`config.mk`:
```
export PLATFORM = sky130hd
export DESIGN_NAME = csr_access_unit
export DESIGN_NICKNAME = d
export VERILOG_FILES = /design/src/rtl/csr_access_unit.sv
export SDC_FILE = /design/constraint.sdc
export NUM_CORES = 1
export LEC_CHECK = 0
export ABC_AREA = 1
export CAP_MARGIN = 0
export CORE_MARGIN = 2
export CORE_UTILIZATION = 42
export DETAILED_ROUTE_END_ITERATION = 10
export GPL_ROUTABILITY_DRIVEN = 1
export HOLD_SLACK_MARGIN = 0.08
export PLACE_DENSITY = 0.82
export SYNTH_ARGS = -nofsm -noshare
export SYNTH_HDL_FRONTEND = slang
export SYNTH_SLANG_ARGS = --single-unit
```
`constraint.sdc`:
```
create_clock -name clk -period 1.4 [get_ports clk]
set_clock_uncertainty 0.05 [all_clocks]
set_input_delay 0.14 -clock clk [delete_from_list [all_inputs] [get_ports clk]]
set_output_delay 0.14 -clock clk [all_outputs]
set_load 0.01 [all_outputs]
```
`src/rtl/csr_access_unit.sv`:
```
// csr_access_unit
//   Initiator side of the CSR register-file ports. Executes one Zicsr
//   instruction (CSRRW/S/C and immediate forms) at a time: reads the old
//   value, computes the new one, issues at most one write, then returns the
//   old value for rd or flags an illegal access.
//
// Ports
//   clk, rst_n                 clock (rising edge), async active-low reset
//   req_valid/req_ready        request handshake from execute
//   req_funct3, req_csr        Zicsr funct3 and CSR address
//   req_rs1_val, req_rs1_idx   rs1 value, rs1 index (uimm for immediate forms)
//   req_rd_idx                 destination register index
//   csr_raddr, csr_rdata       read port (combinational read data)
//   csr_waddr, csr_wdata       write port
//   csr_web                    write enable, one-cycle pulse
//   rsp_valid/rsp_ready        response handshake
//   rsp_rd_idx, rsp_rd_data    rd index and old CSR value
//   rsp_rd_we, rsp_illegal     rd write enable, illegal-instruction flag
//
// state | meaning
// ------+-----------------------------------------------------------
// IDLE  | ready for a request
// READ  | CSR read, new value / write-intent / illegal computed
// WRITE | one-cycle write pulse to the CSR file
// RESP  | response held until rsp_ready
module csr_access_unit #(
  parameter int XLEN       = 64,
  parameter int CSR_ADDR_W = 12
) (
  input  logic                  clk,
  input  logic                  rst_n,
  input  logic                  req_valid,
  output logic                  req_ready,
  input  logic [2:0]            req_funct3,
  input  logic [CSR_ADDR_W-1:0] req_csr,
  input  logic [XLEN-1:0]       req_rs1_val,
  input  logic [4:0]            req_rs1_idx,
  input  logic [4:0]            req_rd_idx,
  output logic [CSR_ADDR_W-1:0] csr_raddr,
  input  logic [XLEN-1:0]       csr_rdata,
  output logic [CSR_ADDR_W-1:0] csr_waddr,
  output logic [XLEN-1:0]       csr_wdata,
  output logic                  csr_web,
  output logic                  rsp_valid,
  input  logic                  rsp_ready,
  output logic [4:0]            rsp_rd_idx,
  output logic [XLEN-1:0]       rsp_rd_data,
  output logic                  rsp_rd_we,
  output logic                  rsp_illegal
);

  localparam logic [1:0] S_IDLE  = 2'd0;
  localparam logic [1:0] S_READ  = 2'd1;
  localparam logic [1:0] S_WRITE = 2'd2;
  localparam logic [1:0] S_RESP  = 2'd3;

  logic [1:0]            state_q, state_d;
  logic [2:0]            funct3_q;
  logic [CSR_ADDR_W-1:0] csr_q;
  logic [XLEN-1:0]       rs1_val_q;
  logic [4:0]            rs1_idx_q;
  logic [4:0]            rd_idx_q;
  logic [XLEN-1:0]       old_q;
  logic [XLEN-1:0]       new_q;
  logic                  illegal_q;
  logic                  rd_we_q;

  logic [XLEN-1:0]       operand;
  logic [XLEN-1:0]       new_val;
  logic                  wr_intent;
  logic                  illegal;

  assign operand = funct3_q[2] ? {{(XLEN-5){1'b0}}, rs1_idx_q} : rs1_val_q;

  always_comb begin
    new_val   = csr_rdata;
    wr_intent = 1'b0;
    case (funct3_q[1:0])
      2'b01: begin
        new_val   = operand;
        wr_intent = 1'b1;
      end
      2'b10: begin
        new_val   = csr_rdata | operand;
        wr_intent = (rs1_idx_q != 5'd0);
      end
      2'b11: begin
        new_val   = csr_rdata & ~operand;
        wr_intent = (rs1_idx_q != 5'd0);
      end
      default: begin
        new_val   = csr_rdata;
        wr_intent = 1'b0;
      end
    endcase
    // funct3 000/100 are not Zicsr; writes into the 0b11 space are read-only
    illegal = (funct3_q[1:0] == 2'b00) ||
              (wr_intent && (csr_q[CSR_ADDR_W-1:CSR_ADDR_W-2] == 2'b11));
  end

  always_comb begin
    state_d = state_q;
    case (state_q)
      S_IDLE:  if (req_valid) state_d = S_READ;
      S_READ:  state_d = (wr_intent && !illegal) ? S_WRITE : S_RESP;
      S_WRITE: state_d = S_RESP;
      S_RESP:  if (rsp_ready) state_d = S_IDLE;
      default: state_d = S_IDLE;
    endcase
  end

  always_ff @(posedge clk or negedge rst_n) begin
    if (!rst_n) begin
      state_q   <= S_IDLE;
      funct3_q  <= 3'd0;
      csr_q     <= '0;
      rs1_val_q <= '0;
      rs1_idx_q <= 5'd0;
      rd_idx_q  <= 5'd0;
      old_q     <= '0;
      new_q     <= '0;
      illegal_q <= 1'b0;
      rd_we_q   <= 1'b0;
    end else begin
      state_q <= state_d;
      if (state_q == S_IDLE && req_valid) begin
        funct3_q  <= req_funct3;
        csr_q     <= req_csr;
        rs1_val_q <= req_rs1_val;
        rs1_idx_q <= req_rs1_idx;
        rd_idx_q  <= req_rd_idx;
      end
      if (state_q == S_READ) begin
        old_q     <= csr_rdata;
        new_q     <= new_val;
        illegal_q <= illegal;
        rd_we_q   <= !illegal && (rd_idx_q != 5'd0);
      end
    end
  end

  // Outputs decode straight from state so an async reset drops them at once.
  assign req_ready   = (state_q == S_IDLE);
  assign csr_raddr   = csr_q;
  assign csr_waddr   = csr_q;
  assign csr_wdata   = new_q;
  assign csr_web     = (state_q == S_WRITE);
  assign rsp_valid   = (state_q == S_RESP);
  assign rsp_rd_idx  = rd_idx_q;
  assign rsp_rd_data = old_q;
  assign rsp_rd_we   = rd_we_q;
  assign rsp_illegal = illegal_q;

endmodule

```
### After elaboration in Yosys (flattened, before gate mapping)

Index checks and enable logic that the tools add are counted.

* register bits after elaboration: 221
* output and inout port bits: 162
* logic and storage cells: 41

* equal/unequal tests: 9
* mux-type cells: 7
* bitwise operators: 3
* reductions and logical operators: 12

Operator list (number)
* 64-bit case mux with 3 select lines: 1
* 64-bit bitwise AND: 1
* 64-bit two-way mux: 1
* 64-bit inverter: 1
* 64-bit OR: 1
* 2-bit == test, second input constant: 5
* 5-bit nonzero test: 2
* 2-bit case mux with 4 select lines: 1
* 2-bit by 1-bit == test with 1-bit output, second input constant: 2
* 1-bit logical AND: 4
* 2-bit zero test: 2
* 2-bit two-way mux: 2
* 2-bit by 1-bit inequality test with 1-bit output, second input constant: 1
* 2-bit inequality test, second input constant: 1
* 1-bit case mux with 2 select lines: 1
* 2-bit AND reduction: 1
* 2-bit OR reduction: 1
* 1-bit zero test: 1
* 1-bit logical OR: 1
* 1-bit two-way mux: 1

### Logic depth before layout (Yosys ltp)

Gate-level depths: netlist of run 1.

* depth after elaboration: 9
* mapped depth: 8
* mapped depth without buffers: 8

### Worst setup path after synthesis of run 1

Ideal clock, no wire load.

* path kind: reg-to-reg
* start point: register state_q[0]
* end point: register csr_q[0], in the netlist csr_raddr[0]
* arrival: 1394 ps
* required time: 1225 ps
* path slack: -169 ps
* stages on the path, launching flop included: 6
* period minus slack after synthesis: 1569 ps
* cell sequence: dfrtp_1 -> inv_1 -> ha_1 -> nand2_2 -> buf_2 -> mux2_2

* word-level cells in the longest chain between the ends: 2

Ends and longest elaborated chain
* start: declaration: line 57 `logic [1:0] state_q, state_d;`
* start signal: assignment: line 125 `state_q <= state_d;`
* 2-bit zero test
* via req_ready: line 33 `output logic req_ready,`
* 1-bit logical AND: line 126 `if (state_q == S_IDLE && req_valid) begin`
* end signal: assignment: line 128 `csr_q <= req_csr;`
* end: declaration: line 59 `logic [CSR_ADDR_W-1:0] csr_q;`

The timed path passes the listed nets, and every way through them passes these cells.
A chain may end at the register's enable or synchronous reset.

### Final worst setup path of run 1

* start point: register state_q[0]
* end point: output port rsp_valid

* word-level cells in the longest chain between the ends: 1

Ends and longest elaborated chain
* 2-bit == test: line 148 `assign rsp_valid = (state_q == S_RESP);`
* end: declaration: line 44 `output logic rsp_valid,`

Every way passes these cells.

==> impl_results.md, run 1 <==
- Worst reg-to-reg path cell count: 8
- Die Span Y: 155 um
- # DRC: 0
- NetSw: 15.5 mW
- DP Worst Slack: -0.207 ns
- Final ANT Viol Nets: 0
- Finish-stage setup viols: 228
- CTS sink count: 221
- Final setup margin: -0.234 ns
- Drt wl/cell: 20.7 um
- CTS Root Cell: clkbuf_16
- Syn Nets: 1137
- Slew HR: 59.8%
- Register area share after synthesis: 57.9%
- Final Cycle Share: 117%
- Leak pwr: 6.90 nW
- DR vias/cell: 5.65
- Iter 0 DRT Violations: 620
- Sw frac: 39.5%
- Port Buffers: 318
- Vias in the first global route: 9411
- # IOs: 319
- CP Max Fanout: 2
- Combinational Power Share: 53.9%
- Clock power frac: 15.4%
- Crit. End Element: primary output
- MaxCap Viol Count: 0
- Filler instances: 1540
- FF-to-FF Start: state_q[0]
- Clk_lat worst skew: 0.52 ns
- Initial antenna violation count: 1
- Clk buf depth: 3
- Pwr dens: 2530 nW/um^2
- Reg-to-reg slack, setup: -0.22 ns
- CTS tree: built
- Sequential fraction of design power: 30.8%
- Outcome: finished, violations left
- RePlAce Congestion: 0.844
- Layout net count: 1516
- Dpl hpwl: 19800 um
- Total GRT Usage: 26.2%
- Htree depth: 1
- Mapped cell area: 9560 um^2
- Worst-path clk slew: 0.06 ns
- WL final: 34300 um
- Layout cells sized above 1: 25.7%
- Critical path class: flip-flop to primary output
- Worst endpoint required time: 1.21 ns
- Worst hold margin: 0.0749 ns
- Synthesis Warnings: 0
- DIE AREA: 24000 um^2
- CTS buffer count: 23
- 1st-pass router iterations: 6
- Gr ovfl total: 0
- Core Region: 22500 um^2
- RSZ-0062 raised after global routing: yes
- Tightest Pin Transition: 0.601 ns
- Site Rows: 55
- Vias: 9358
- Max-slew violation count: 0
- Dpl cell area: 13300 um^2
- Area delta synth->final: 62.0%
- Final cell count without fillers: 1656
- Syn_area_per_cell: 9.79 um^2
- F_max: 612 MHz
- Initial Utilization: 42.5%
- Tmin final: 1.63 ns
- DIE WIDTH: 155 um
- CP Launch Type: flip-flop
- Final Instance Area: 15500 um^2
- Placed cells: 1545
- Critical path launch point: state_q[0]
- Netlist cell types: 19
- CP arrival: 1.44 ns
- Worst hold-check path type: primary input to asynchronous set/reset pin
- P_int: 23.7 mW
- Syn Inst Count: 976
- Yosys reg bits: 221
- Peak supply drop: 1.37 mV
- Largest net degree at the start of global routing: 65
- Worst R2R End: rs1_val_q[4]
- Final hold vios: 0
- First-pass GRT wire length: 50200 um
- Failing checks: negative setup slack
## critical path, cell delays in order (launching register included)
cell     delay, ns
dfrtp_1       0.41
buf_6         0.14
buf_12        0.12
ha_4          0.15
buf_6         0.11
## worst max path at each step
stage / slack [ns] / cells past startpoint / to
6_report: -0.23 / 4 / rsp_valid
5_1_grt: -0.26 / 7 / csr_wdata[27]
4_1_cts: -0.21 / 4 / req_ready
3_5_place_dp: -0.21 / 4 / csr_raddr[2]
3_3_place_gp: -0.18 / 4 / rs1_val_q[21]
2_1_floorplan: -0.03 / 5 / csr_wdata[39]
## what timing repair did
action / in CTS / in global routing
pin swaps: 38 / 34
hold buffers: 4 / 0
setup endpoints to repair: 311 / 324
hold endpoints to repair: 221 / 0
setup buffers: 24 / 22
resized for setup: 304 / 206
cloned: 19 / 10
## Yosys cell counts (all sizes together)
cell | count | area, um^2
nand2 | 216 | 818
a21oi | 21 | 105
nand4 | 2 | 12.5
mux2 | 78 | 878
nor2 | 80 | 300
inv | 17 | 63.8
nand3 | 185 | 926
o21ai | 7 | 35.0
buf | 73 | 417
ha | 4 | 50.1
clkbuf | 11 | 41.3
o22ai | 1 | 6.26
a31oi | 60 | 375
dfrtp | 221 | 5530
## sequential cells by signal (all words and copies together) (netlist names)
signal and flops:
rs1_idx_q 5, rsp_rd_idx 5, rs1_val_q 64, state_q 2
rsp_rd_we 1, funct3_q 3, csr_raddr 12, csr_wdata 64
rsp_illegal 1, rsp_rd_data 64
## cell usage in the layout, fill, tap and decap left out, types with 11 or more instances in the layout
| cell type | Yosys | layout |
|---|---|---|
| a21oi_1 | 21 | 17 |
| a31oi_1 | 60 | 57 |
| buf_12 | 0 | 28 |
| buf_4 | 19 | 38 |
| buf_6 | 1 | 21 |
| buf_8 | 0 | 11 |
| clkbuf_16 | 0 | 32 |
| clkbuf_2 | 0 | 23 |
| clkdlybuf4s15_1 | 0 | 99 |
| clkdlybuf4s50_1 | 0 | 155 |
| dfrtp_1 | 221 | 220 |
| dlygate4sd2_1 | 0 | 37 |
| mux2_2 | 78 | 74 |
| nand2_1 | 213 | 190 |
| nand2_2 | 3 | 23 |
| nand3_1 | 185 | 184 |
| nor2_1 | 80 | 31 |
| nor2_2 | 0 | 16 |
| nor2_4 | 0 | 33 |
## power groups by stage
stage          Clock [mW]  Sequential, mW  Combinational, mW
3_3_place_gp            0            11.7               16.7
2_1_floorplan           0            12.4               8.19
3_5_place_dp            0            11.8               17.2
4_1_cts              6.06            11.8               18.9
6_report             6.02            12.1               21.1
5_1_grt              6.38            12.4               22.5
## layout make-up
cell class / count / area (um^2) / area share [%]
Antenna cell: 1 / 2.50 / 0.0162
Clock inverter: 11 / 109 / 0.703
Tap cell: 285 / 357 / 2.30
Inverter: 17 / 67.6 / 0.436
Multi-Input combinational cell: 656 / 4040 / 26.1
Timing Repair Buffer: 436 / 4770 / 30.8
Clock buffer: 29 / 608 / 3.93
Sequential cell: 221 / 5530 / 35.7
## metal layers
| metal | track usage [%] | wire length (um) |
|---|---|---|
| met5 | 0 | 0 |
| met4 | 12.0 | 1390 |
| met3 | 5.32 | 2510 |
| met2 | 46.1 | 17900 |
| met1 | 30.9 | 12400 |
## through the flow
stage | total power, mW | util, % | TNS, ns
finish | 39.2 | 68.8 | -28.63
global route | 41.3 | 68.8 | -38.25
CTS | 36.8 | 66.3 | -28.47
detailed placement | 29.0 | 59.1 | -14.43
global placement | 28.3 | 59.1 | -11.82
floorplan | 20.6 | - | -1.69
## kinds of logic (layout without fill, tap and decap cells)
kind of cell	Yosys count	count (layout)	share of synthesized area [%]
simple gates	483	485	21.5
flops	221	221	57.9
buf+inv	101	493	5.46
compound gates	89	89	5.46
mux	78	78	9.19
fa+ha+maj	4	4	0.524
other cells	0	1	0
No activity file was read; power rests on OpenSTA's default activity.
==> inputs of run 2 (changes only) <==
Settings changed: CORE_UTILIZATION 42 to 41, PLACE_DENSITY 0.82 to 0.81, SKIP_LAST_GASP from default to 1.
==> impl_results.md, run 2 (same netlist as run 1, synthesis figures left out) <==
- RePlAce Congestion: 0.880 (+4.3%)
- Failing checks: negative setup slack
- Tmin final: 1.62 ns (-0.0138 ns)
- Final Instance Area: 15300 um^2 (-1.2%)
- CP Launch Type: flip-flop
- Drt wl/cell: 20.6 um (-0.69%)
- CTS buffer count: 24 (+4.3%)
- Dpl cell area: 13300 um^2 (-0.11%)
- Critical path class: flip-flop to flip-flop
- DR vias/cell: 5.54 (-2.1%)
- Area delta synth->final: 60.0%
- Filler instances: 1572 (+2.1%)
- DIE WIDTH: 157 um (+1.2%)
- Tightest Pin Transition: 0.584 ns (-0.0174 ns)
- Worst hold-check path type: primary input to asynchronous set/reset pin
- Iter 0 DRT Violations: 598 (-3.5%)
- Initial Utilization: 42.0% (-0.51 points)
- Final setup margin: -0.220 ns (+0.0138 ns)
- Final hold vios: 0 (unchanged)
- Storage cell area: 5530 um^2 (unchanged)
- CTS tree: built
- Dpl hpwl: 20200 um (+1.9%)
- Site Rows: 55 (unchanged)
- F_max: 617 MHz (+0.85%)
- Largest net degree at the start of global routing: 66 (+1.5%)
- CTS Root Cell: clkbuf_16
- Max-slew violation count: 0 (unchanged)
- Crit. End Element: flip-flop
- Pwr dens: 2530 nW/um^2 (+0.14%)
- Htree depth: 1 (unchanged)
- WL final: 34300 um (about the same)
- Worst-path clk slew: 0.06 ns (about the same)
- Peak supply drop: 1.18 mV (-14%)
- # DRC: 0 (unchanged)
- Die Span Y: 157 um (+1.2%)
- Outcome: finished, violations left
- Core Region: 22800 um^2 (+1.2%)
- 1st-pass router iterations: 5 (-1)
- Final ANT Viol Nets: 0 (unchanged)
- Clk buf depth: 3 (unchanged)
- Slew HR: 61.0% (+1.2 points)
- Finish-stage setup viols: 226 (-0.88%)
- Final Power: 38.7 mW (-1.1%)
- Fin Setup TNS: -29.39 ns (-0.762 ns)
- Vias in the first global route: 8919 (-5.2%)
- Leak pwr: 6.81 nW (-1.4%)
- RSZ-0062 raised after global routing: yes
- DIE AREA: 24600 um^2 (+2.4%)
- CP arrival: 1.98 ns (+0.54 ns)
- Layout cells sized above 1: 23.2% (-2.5 points)
- DP Worst Slack: -0.193 ns (+0.0141 ns)
- Vias: 9227 (-1.4%)
- Worst endpoint required time: 1.76 ns (+0.55 ns)
- Area occupied by multi-input gates: 4060 um^2 (+0.50%)
- First-pass GRT wire length: 48100 um (-4.2%)
- # IOs: 319 (unchanged)
- Clk_lat worst skew: 0.52 ns (about the same)
- Total GRT Usage: 24.9% (-1.3 points)
- CTS sink count: 221 (unchanged)
- Commonest non-fill, non-tap cell in the layout: dfrtp_1
- Commonest non-fill, non-tap cells in the layout: 220 x dfrtp_1, 198 x nand2_1, 185 x nand3_1, 155 x clkdlybuf4s50_1, 108 x clkdlybuf4s15_1
- Port Buffers: 318 (unchanged)
- Initial antenna violation count: 2 (+1)
- Layout net count: 1496 (-1.3%)
- MaxCap Viol Count: 0 (unchanged)
- Final Cycle Share: 116% (-0.99 points)
- CP Max Fanout: 8 (+6)
- Gr ovfl total: 0 (unchanged)
- Final core occ: 67.2% (-1.7 points)
## run 2: routing by layer
layer,routed length (um),up-vias,global-route usage [%]
li1,-,4049,-
met1,12800,4509,30.2
met2,16900,541,42.4
met3,2870,128,5.18
met4,1670,0,12.0
met5,0,-,0
## run 2: final cells by class
type / count / area share [%]
sequential: 221 / 36.2
timing repair buffer: 415 / 29.2
multi-input combinational: 656 / 26.5
clock buffer: 39 / 4.76
tap: 313 / 2.56
inverter: 17 / 0.442
clock inverter: 4 / 0.294
antenna: 2 / 0.0327
## run 2: repair_timing
action,CTS,global route
cloned,10,10
endpoints found under the hold margin,221,0
pin swaps,10,38
hold buffers,1,0
setup buffers,13,16
setup endpoints to repair,321,306
gates resized for setup,268,208
## run 2: power breakdown
| group | switching (mW) | leakage (nW) | internal [mW] | total [mW] |
|---|---|---|---|---|
| Clock | 2.54 | 0.381 | 3.72 | 6.26 |
| Sequential | 2.40 | 2.59 | 9.70 | 12.1 |
| Combinational | 10.5 | 3.84 | 9.93 | 20.4 |
## run 2: path summary, 6_finish.rpt
kind	startpoint	end	slack [ns]	cells past startpoint
min	rst_n	rsp_rd_data[19]	0.08	2
min in group clk	csr_rdata[12]	rsp_rd_data[12]	0.14	3
max	state_q[1]	csr_wdata[45]	-0.22	7
max in group asynchronous	rst_n	rs1_val_q[9]	0.61	3
max reg2reg	state_q[1]	csr_wdata[45]	-0.22	7
min reg2reg	rsp_rd_data[49]	rsp_rd_data[49]	0.41	2
## run 2: metrics by stage
step | hold WS (ns) | std cells
floorplan | -0.206 | 976
global placement | 0.0362 | 1573
detailed placement | 0.0371 | 1573
CTS | 0.0920 | 1640
global route | 0.116 | 1667
finish | 0.0846 | 1667
## run 2: worst max-delay path, stage by stage (launching register included)
cell       delay (ns)
dfrtp_1          0.40
inv_2            0.10
buf_6            0.11
ha_4             0.26
buf_12           0.19
clkbuf_16        0.18
nor2_4           0.03
a31oi_1          0.19
